## src/rtl/fetch_unit.sv

```systemverilog
// fetch_unit: owns the fetch PC, issues instruction memory requests and
// buffers returning instructions in a small FIFO for decode.
//
// Ports:
//   clk, reset                   clock, async active-low reset
//   imem_req_valid/ready/addr    word-addressed fetch request
//   imem_resp_valid/inst         in-order instruction returns
//   inst_valid/ready/data/pc     buffer head presented to decode
//   redirect_valid/pc            flush and restart fetch at redirect_pc
module fetch_unit #(
  parameter logic [31:0] RESET_PC = 32'h0000_0000,
  parameter int          DEPTH    = 4
) (
  input  logic        clk,
  input  logic        reset,
  output logic        imem_req_valid,
  input  logic        imem_req_ready,
  output logic [31:0] imem_req_addr,
  input  logic        imem_resp_valid,
  input  logic [31:0] imem_resp_inst,
  output logic        inst_valid,
  input  logic        inst_ready,
  output logic [31:0] inst_data,
  output logic [31:0] inst_pc,
  input  logic        redirect_valid,
  input  logic [31:0] redirect_pc
);

  localparam int AW = (DEPTH > 1) ? $clog2(DEPTH) : 1;
  localparam int CW = $clog2(DEPTH + 1);

  typedef logic [AW-1:0] ptr_t;
  typedef logic [CW-1:0] cnt_t;

  localparam logic [CW:0] CAP = (CW+1)'(DEPTH);
  localparam ptr_t LAST = ptr_t'(DEPTH - 1);

  logic [31:0] fetch_pc_q, fetch_pc_d;
  logic [31:0] resp_pc_q, resp_pc_d;
  cnt_t        inflight_q, inflight_d;
  cnt_t        drop_q, drop_d;
  cnt_t        count_q, count_d;
  ptr_t        head_q, head_d;
  ptr_t        tail_q, tail_d;
  logic [31:0] data_q [DEPTH];
  logic [31:0] data_d [DEPTH];
  logic [31:0] pc_q   [DEPTH];
  logic [31:0] pc_d   [DEPTH];

  logic [CW:0] used;
  logic        credit;
  logic        req_fire;
  logic        pop;
  logic        push;
  logic        dropping;
  cnt_t        resp_dec;

  function automatic ptr_t nxt(input ptr_t p);
    return (p == LAST) ? '0 : p + ptr_t'(1);
  endfunction

  // Outstanding requests plus buffered entries never exceed DEPTH, so
  // every response is guaranteed a free slot.
  assign used     = {1'b0, inflight_q} + {1'b0, count_q};
  assign credit   = used < CAP;

  // reset gating keeps the request low while reset is held, even
  // though the cleared counters would otherwise grant credit.
  assign imem_req_valid = reset && credit && !redirect_valid;
  assign imem_req_addr  = imem_req_valid ? fetch_pc_q : '0;

  assign inst_valid = (count_q != '0) && !redirect_valid;
  assign inst_data  = inst_valid ? data_q[head_q] : '0;
  assign inst_pc    = inst_valid ? pc_q[head_q]   : '0;

  assign req_fire = imem_req_valid && imem_req_ready;
  assign pop      = inst_valid && inst_ready;
  assign dropping = drop_q != '0;
  assign push     = imem_resp_valid && !dropping && !redirect_valid;
  assign resp_dec = cnt_t'(imem_resp_valid);

  always_comb begin
    fetch_pc_d = fetch_pc_q;
    resp_pc_d  = resp_pc_q;
    inflight_d = inflight_q;
    drop_d     = drop_q;
    count_d    = count_q;
    head_d     = head_q;
    tail_d     = tail_q;
    data_d     = data_q;
    pc_d       = pc_q;

    if (redirect_valid) begin
      // Everything still outstanding is stale, including a
      // response landing in this very cycle.
      fetch_pc_d = redirect_pc;
      resp_pc_d  = redirect_pc;
      inflight_d = inflight_q - resp_dec;
      drop_d     = inflight_q - resp_dec;
      count_d    = '0;
      head_d     = '0;
      tail_d     = '0;
    end else begin
      if (req_fire) begin
        fetch_pc_d = fetch_pc_q + 32'd1;
      end
      inflight_d = inflight_q + cnt_t'(req_fire) - resp_dec;
      if (imem_resp_valid && dropping) begin
        drop_d = drop_q - cnt_t'(1);
      end
      if (push) begin
        data_d[tail_q] = imem_resp_inst;
        pc_d[tail_q]   = resp_pc_q;
        tail_d         = nxt(tail_q);
        resp_pc_d      = resp_pc_q + 32'd1;
      end
      if (pop) begin
        head_d = nxt(head_q);
      end
      count_d = count_q + cnt_t'(push) - cnt_t'(pop);
    end
  end

  always_ff @(posedge clk or negedge reset) begin
    if (!reset) begin
      fetch_pc_q <= RESET_PC;
      resp_pc_q  <= RESET_PC;
      inflight_q <= '0;
      drop_q     <= '0;
      count_q    <= '0;
      head_q     <= '0;
      tail_q     <= '0;
    end else begin
      fetch_pc_q <= fetch_pc_d;
      resp_pc_q  <= resp_pc_d;
      inflight_q <= inflight_d;
      drop_q     <= drop_d;
      count_q    <= count_d;
      head_q     <= head_d;
      tail_q     <= tail_d;
    end
  end

  always_ff @(posedge clk or negedge reset) begin
    if (!reset) begin
      for (int i = 0; i < DEPTH; i++) begin
        data_q[i] <= '0;
        pc_q[i]   <= '0;
      end
    end else begin
      for (int i = 0; i < DEPTH; i++) begin
        data_q[i] <= data_d[i];
        pc_q[i]   <= pc_d[i];
      end
    end
  end

  a_resp_has_request: assert property (
    @(posedge clk) disable iff (!reset)
    imem_resp_valid |-> (inflight_q != '0)
  );

endmodule

```

## config.mk

```make
export PLATFORM = sky130hd
export DESIGN_NAME = fetch_unit
export DESIGN_NICKNAME = d
export VERILOG_FILES = /design/src/rtl/fetch_unit.sv
export SDC_FILE = /design/constraint.sdc
export NUM_CORES = 1
export LEC_CHECK = 0
export CAP_MARGIN = 20
export CORE_MARGIN = 2
export CORE_UTILIZATION = 40
export CTS_CLUSTER_SIZE = 40
export DETAILED_ROUTE_END_ITERATION = 7
export SKIP_CTS_REPAIR_TIMING = 1
export SLEW_MARGIN = 20
export SYNTH_ARGS = -nofsm -noshare
export SYNTH_HDL_FRONTEND = slang
export SYNTH_SLANG_ARGS = --single-unit
```

## constraint.sdc

```tcl
create_clock -name clk -period 3.22 [get_ports clk]
set_clock_uncertainty 0.15 [all_clocks]
set_input_delay 0.644 -clock clk [delete_from_list [all_inputs] [get_ports clk]]
set_output_delay 0.644 -clock clk [all_outputs]
set_load 0.02 [all_outputs]
```

==> results_dict.tcl, run 1 <==
set metrics [dict create \
    cellPowerDensity_nw_per_um2 698 \
    syn_to_final_growth_pct 25.9 \
    fin_crit_ps 3270 \
    fin_ws_ps -49.3 \
    clk_pin_slew_ps 60 \
    violations "negative setup slack" \
    power_mw 14.1 \
    grt_pass1_vias 11000 \
    start_kind "flop" \
    dp_hpwl_um 25900 \
    cp.arrival_ps 2480 \
    leakage_nw 10.5 \
    cp_slowest_cell "mux4_2" \
    synth_edf_count 0 \
    path_cells "buf_6 > mux4_2 > and2_1 > clkdlybuf4s50_1" \
    cts-buffers-inserted 39 \
    dieArea_um2 41800 \
    ys_seq_elements 333 \
    reg2reg_depth 11 \
    gr-usage-all-layers 0.191 \
    start_util 0.405 \
    cts-root-buf "clkbuf_16" \
    core-area_um2 39700 \
    final_antenna_net_count 0 \
    yosysWarnings 0 \
    ir_worst_vdd_v 0.000332 \
    critPathMaxStageDelay_ps 530 \
    port_buffers 167 \
    nNetsFinal 1493 \
    n_fill_cell 3534 \
    clock_latency_ps 550 \
    vias_per_cell 5.34 \
    wirelength_um 38600 \
    r2r_slack_ps 230 \
    vias 10400 \
    tightestPinTransition_ps 916 \
    timing.rr.start "inflight_q[2]$_DFF_PN0_" \
    synth_cell_types 49 \
    drt-initial-drc-count 439 \
    ys.flop_type "dfrtp_1" \
    routedWlPerCell_um 19.8 \
    drc 0 \
    postLayoutCoreUtil 0.510 \
    synth_area_per_cell_um2 13.2 \
    required_ps 2430 \
    final_common_cell "dfrtp_1" \
    h-tree-depth 2 \
    min_path_type "in2async" \
    grt_antenna_before_repair 0 \
    path_delay_family "buffers and inverters" \
    crit_buf_inv 2 \
    reg2reg_to "inflight_q[2]$_DFF_PN0_" \
    setup_viol 1 \
    tritoncts "yes" \
    fmax_ghz 0.306 \
    grt-ovfl-total 0 \
    die_x_um 205 \
    hold_viol 0 \
    most-common-layout-cells "dfrtp_1, mux2_2, and2_1" \
    ctsLongestPathBuffers 3 \
    synth-async-reset-ratio 1.00 \
    outcome "complete, but fails checks" \
    report.final.slew_viol_count 0 \
    grt_max_degree 147 \
    max-slew-margin-rel 0.389 \
    clkSinkCount 333 \
    drive_above_1_share 0.332 \
    drtPass1Iterations 5 \
    syn-cell-area_um2 16100 \
    grt_pass1_wl_um 62400 \
    antennaDiodeCount 0 \
    die_h_um 205 \
    crit_fanout 7 \
    rows 73 \
    place_congestion 0.829 \
    max_cap_violations 0 \
    syn_inst 1218 \
    syn_nets 1307 \
    rsz0062_at_grt "true" \
    critPathKind "reg2out" \
    ios 168 \
    crit_path_end_kind "primary output" \
    finalCritPeriodShare 1.02 \
    ys_seq_area_frac 0.518 \
]
sequential cells by signal (all words and copies together), names as in the netlist:
name,flops
head_q,2
data_q,128
count_q,3
inflight_q,3
resp_pc_q,32
fetch_pc_q,32
drop_q,3
tail_q,2
pc_q,128
layout make-up:
class | count | area, µm² | share of cell area
Timing Repair Buffer | 227 | 2490 | 0.123
Sequential cell | 333 | 8340 | 0.412
Multi-Input combinational cell | 780 | 7370 | 0.364
Clock inverter | 10 | 171 | 0.00846
Inverter | 23 | 88.8 | 0.00439
Clock buffer | 57 | 1130 | 0.0560
Tap cell | 525 | 657 | 0.0324
metrics by stage:
step                      instance area, µm²  TNS [ps]  std cells  hold WS, ps  setup WS (ps)
final                                  20300     -49.3       1955         39.1          -49.3
after global routing                   20300      -170       1955         87.8           -146
after detailed placement               18700     -14.1       1873          318          -14.1
after global placement                 18700         0       1873          307           6.47
after floorplan                        16100         0       1218          198            157
after CTS                              20000    -22800       1940         85.7           -363
worst max-delay path by stage:
stage | startpoint | endpoint | slack (ps) | cells past startpoint
after global placement | imem_req_ready | inflight_q[2]$_DFF_PN0_ | 6 | 11
after global routing | head_q[0]$_DFFE_PN0P_ | inst_pc[9] | -150 | 4
after floorplan | inflight_q[2]$_DFF_PN0_ | inflight_q[2]$_DFF_PN0_ | 160 | 13
final | head_q[0]$_DFFE_PN0P_ | inst_pc[9] | -50 | 4
after detailed placement | imem_req_ready | inflight_q[2]$_DFF_PN0_ | -10 | 11
after CTS | inflight_q[2]$_DFF_PN0_ | imem_req_addr[27] | -360 | 7
logic make-up (layout without fill, tap and decap cells):
| logic type | Yosys count | count (layout) | synth area share |
|---|---|---|---|
| flip-flops | 333 | 333 | 0.518 |
| multiplexers | 334 | 334 | 0.278 |
| XOR/XNOR | 53 | 53 | 0.0289 |
| AND/OR/NAND/NOR | 293 | 293 | 0.101 |
| buffers and inverters | 105 | 317 | 0.0270 |
| adder cells (fa/ha/maj) | 19 | 19 | 0.0157 |
| AO/OA/AOI/OAI | 81 | 81 | 0.0314 |
report_power, final:
group          total, mW  switching, mW  internal [mW]  leakage [nW]
combinational       4.09           1.79           2.30          5.49
clock               4.50           1.73           2.77         0.636
sequential          5.55          0.548           5.00          4.37
total               14.1           4.07           10.1          10.5
cell usage after synthesis, drive strengths merged (11+ instances only):
library cell  count  share of area
a21oi            11         0.0034
ha               17          0.013
and2             93          0.036
xor2             23          0.013
xnor2            30          0.016
inv              23         0.0055
buf              25         0.0082
nand2            59          0.014
nor4             15         0.0062
dfrtp           333           0.52
nand3            28         0.0087
clkbuf           57          0.013
nor2             26         0.0061
mux2            265           0.19
nand4            22         0.0086
o21ai            34          0.011
mux4             64          0.090
nor3             11         0.0034
metal layers:
metal  GRT usage  vias to the layer above  wire length [µm]
li1            -                     4773                 -
met3      0.0286                       50              1670
met1       0.267                     5373             18100
met2       0.309                      240             18200
met5           0                        -                 0
met4      0.0551                        0               692
No activity file was read; power rests on OpenSTA's default activity.
==> inputs of run 2 (changes only) <==
--- a/config.mk
+++ b/config.mk
@@ -10,6 +10,7 @@
 export CORE_UTILIZATION = 40
 export CTS_CLUSTER_SIZE = 40
 export DETAILED_ROUTE_END_ITERATION = 7
+export GPL_TIMING_DRIVEN = 0
 export SKIP_CTS_REPAIR_TIMING = 1
 export SLEW_MARGIN = 20
 export SYNTH_ARGS = -nofsm -noshare
==> run 2 against run 1 <==
  * The run ends with negative hold slack, negative setup slack left
  * Clock power is 1% higher
  * Power hardly changed
  * Worst setup slack worse by 33 ps
  * Non-clock buffer count is 39 higher
  * Die area stayed put
  * First-iteration DRC count is 26% higher
  * Register-to-register slack worse by 60 ps
  * Clock-buffer cell count is 8 lower
  * Sequential power is 1% lower
  * Combinational power hardly changed
  * Routed wire length is 4.7% higher
  * Critical path type unchanged
==> results_dict.tcl, run 2 (synthesis gave the netlist of run 1 again) <==
set metrics [dict create \
    outcome "complete, but fails checks" \
    violations "negative hold slack, negative setup slack" \
    dieArea_um2 41800 \
    holdWs_ps -14.4 \
    fin_cells 1995 \
    fin_ws_ps -82.0 \
    nNetsFinal 1531 \
    ctsLongestPathBuffers 3 \
    syn_to_final_growth_pct 26.2 \
    reg2reg_depth 8 \
    finalCritPeriodShare 1.03 \
    antennaDiodeCount 0 \
    hold_viol 10 \
    ir_worst_vdd_v 0.000384 \
    die_h_um 205 \
    dp_hpwl_um 27700 \
    rows 73 \
    die_x_um 205 \
    grt_pass1_wl_um 62300 \
    wl_met1_um 19000 \
    cp.arrival_ps 2510 \
    crit_path_end_kind "primary output" \
    cts-root-buf "clkbuf_16" \
    drtPass1Iterations 4 \
    grt_max_degree 96 \
    crit_fanout 10 \
    grt_antenna_before_repair 1 \
    drt-initial-drc-count 552 \
    drc 0 \
    dr_wl_met2_um 19200 \
    leakage_nw 10.2 \
    max-slew-margin-rel 0.505 \
    wirelength_um 40500 \
    report.final.slew_viol_count 0 \
    most-common-layout-cells "dfrtp_1, mux2_2, and2_1" \
    top_regs "data_q: 128 flops, pc_q: 128 flops" \
    vias 10500 \
    routedWlPerCell_um 20.3 \
    final_antenna_net_count 0 \
    tritoncts "yes" \
    place_congestion 0.887 \
    ios 168 \
    cellPowerDensity_nw_per_um2 697 \
    final_common_cell "dfrtp_1" \
    required_ps 2430 \
    h-tree-depth 2 \
    gr-usage-all-layers 0.192 \
    start_kind "flop" \
    tightestPinTransition_ps 742 \
    grt-ovfl-total 0 \
    setup_viol 10 \
    fin_crit_ps 3300 \
    drive_above_1_share 0.331 \
    cts-buffers-inserted 38 \
    core-area_um2 39700 \
    critPathKind "reg2out" \
    grt_pass1_vias 11100 \
    topRoutingLayerUsed "met4" \
    max_cap_violations 0 \
    fmax_ghz 0.303 \
    placed_cells 1912 \
    min_path_type "in2async" \
    clock_latency_ps 540 \
    clk_pin_slew_ps 60 \
    rsz0062_at_grt "true" \
    clkSinkCount 333 \
    port_buffers 166 \
    start_util 0.405 \
    dr_wl_met3_um 1670 \
    vias_per_cell 5.26 \
]
-- run 2: final timing paths --
| check | startpoint | endpoint | slack (ps) |
|---|---|---|---|
| min in group clk | pc_q[94]$_DFFE_PN0P_ | pc_q[94]$_DFFE_PN0P_ | 330 |
| max in group asynchronous | reset | count_q[2]$_DFF_PN0_ | 1730 |
| setup reg to reg | drop_q[0]$_DFFE_PN0P_ | data_q[49]$_DFFE_PN0P_ | 170 |
| setup / recovery | head_q[0]$_DFFE_PN0P_ | inst_data[12] | -80 |
| hold reg to reg | pc_q[94]$_DFFE_PN0P_ | pc_q[94]$_DFFE_PN0P_ | 330 |
| hold / removal | reset | data_q[52]$_DFFE_PN0P_ | -10 |
-- run 2: cell type report --
| cell class | count | area (µm²) |
|---|---|---|
| clock buffer | 49 | 1070 |
| buffer | 81 | 459 |
| fill | 3503 | 19400 |
| clock inverter | 19 | 245 |
| inverter | 23 | 88.8 |
| multi-input combinational | 780 | 7350 |
| timing repair buffer | 185 | 2080 |
| tap | 525 | 657 |
| sequential | 333 | 8340 |
-- run 2: power breakdown --
part	total, mW	leakage, nW	internal (mW)	switching, mW
clock	4.55	0.657	2.77	1.78
combinational	4.10	5.18	2.24	1.86
sequential	5.49	4.37	4.99	0.500
total	14.1	10.2	10.0	4.14
-- run 2: per-layer routing --
| layer | global-route usage | up-vias |
|---|---|---|
| met5 | 0 | - |
| met4 | 0.0461 | 0 |
| met3 | 0.0277 | 44 |
| met2 | 0.315 | 247 |
| met1 | 0.270 | 5358 |
| li1 | - | 4849 |
-- run 2: through the flow --
| stage | TNS [ps] | cell area, µm² | power (mW) | util | setup WS (ps) |
|---|---|---|---|---|---|
| 2_1_floorplan | 0 | 16100 | 8.09 | - | 157 |
| 3_3_place_gp | -5335860 | 18400 | 9.49 | 0.463 | -13320 |
| 3_5_place_dp | -131820 | 18500 | 9.58 | 0.465 | -1430 |
| 4_1_cts | -95470 | 19800 | 14.2 | 0.499 | -1440 |
| 5_1_grt | -1990 | 20300 | 14.9 | 0.511 | -202 |
| 6_report | -537 | 20300 | 14.1 | 0.511 | -82.0 |
-- run 2: worst max-delay path: stages, from the launching register on --
cell and delay, ps:
dfrtp_2 420, clkbuf_4 300, mux4_2 550, and2_1 170
clkdlybuf4s50_1 530
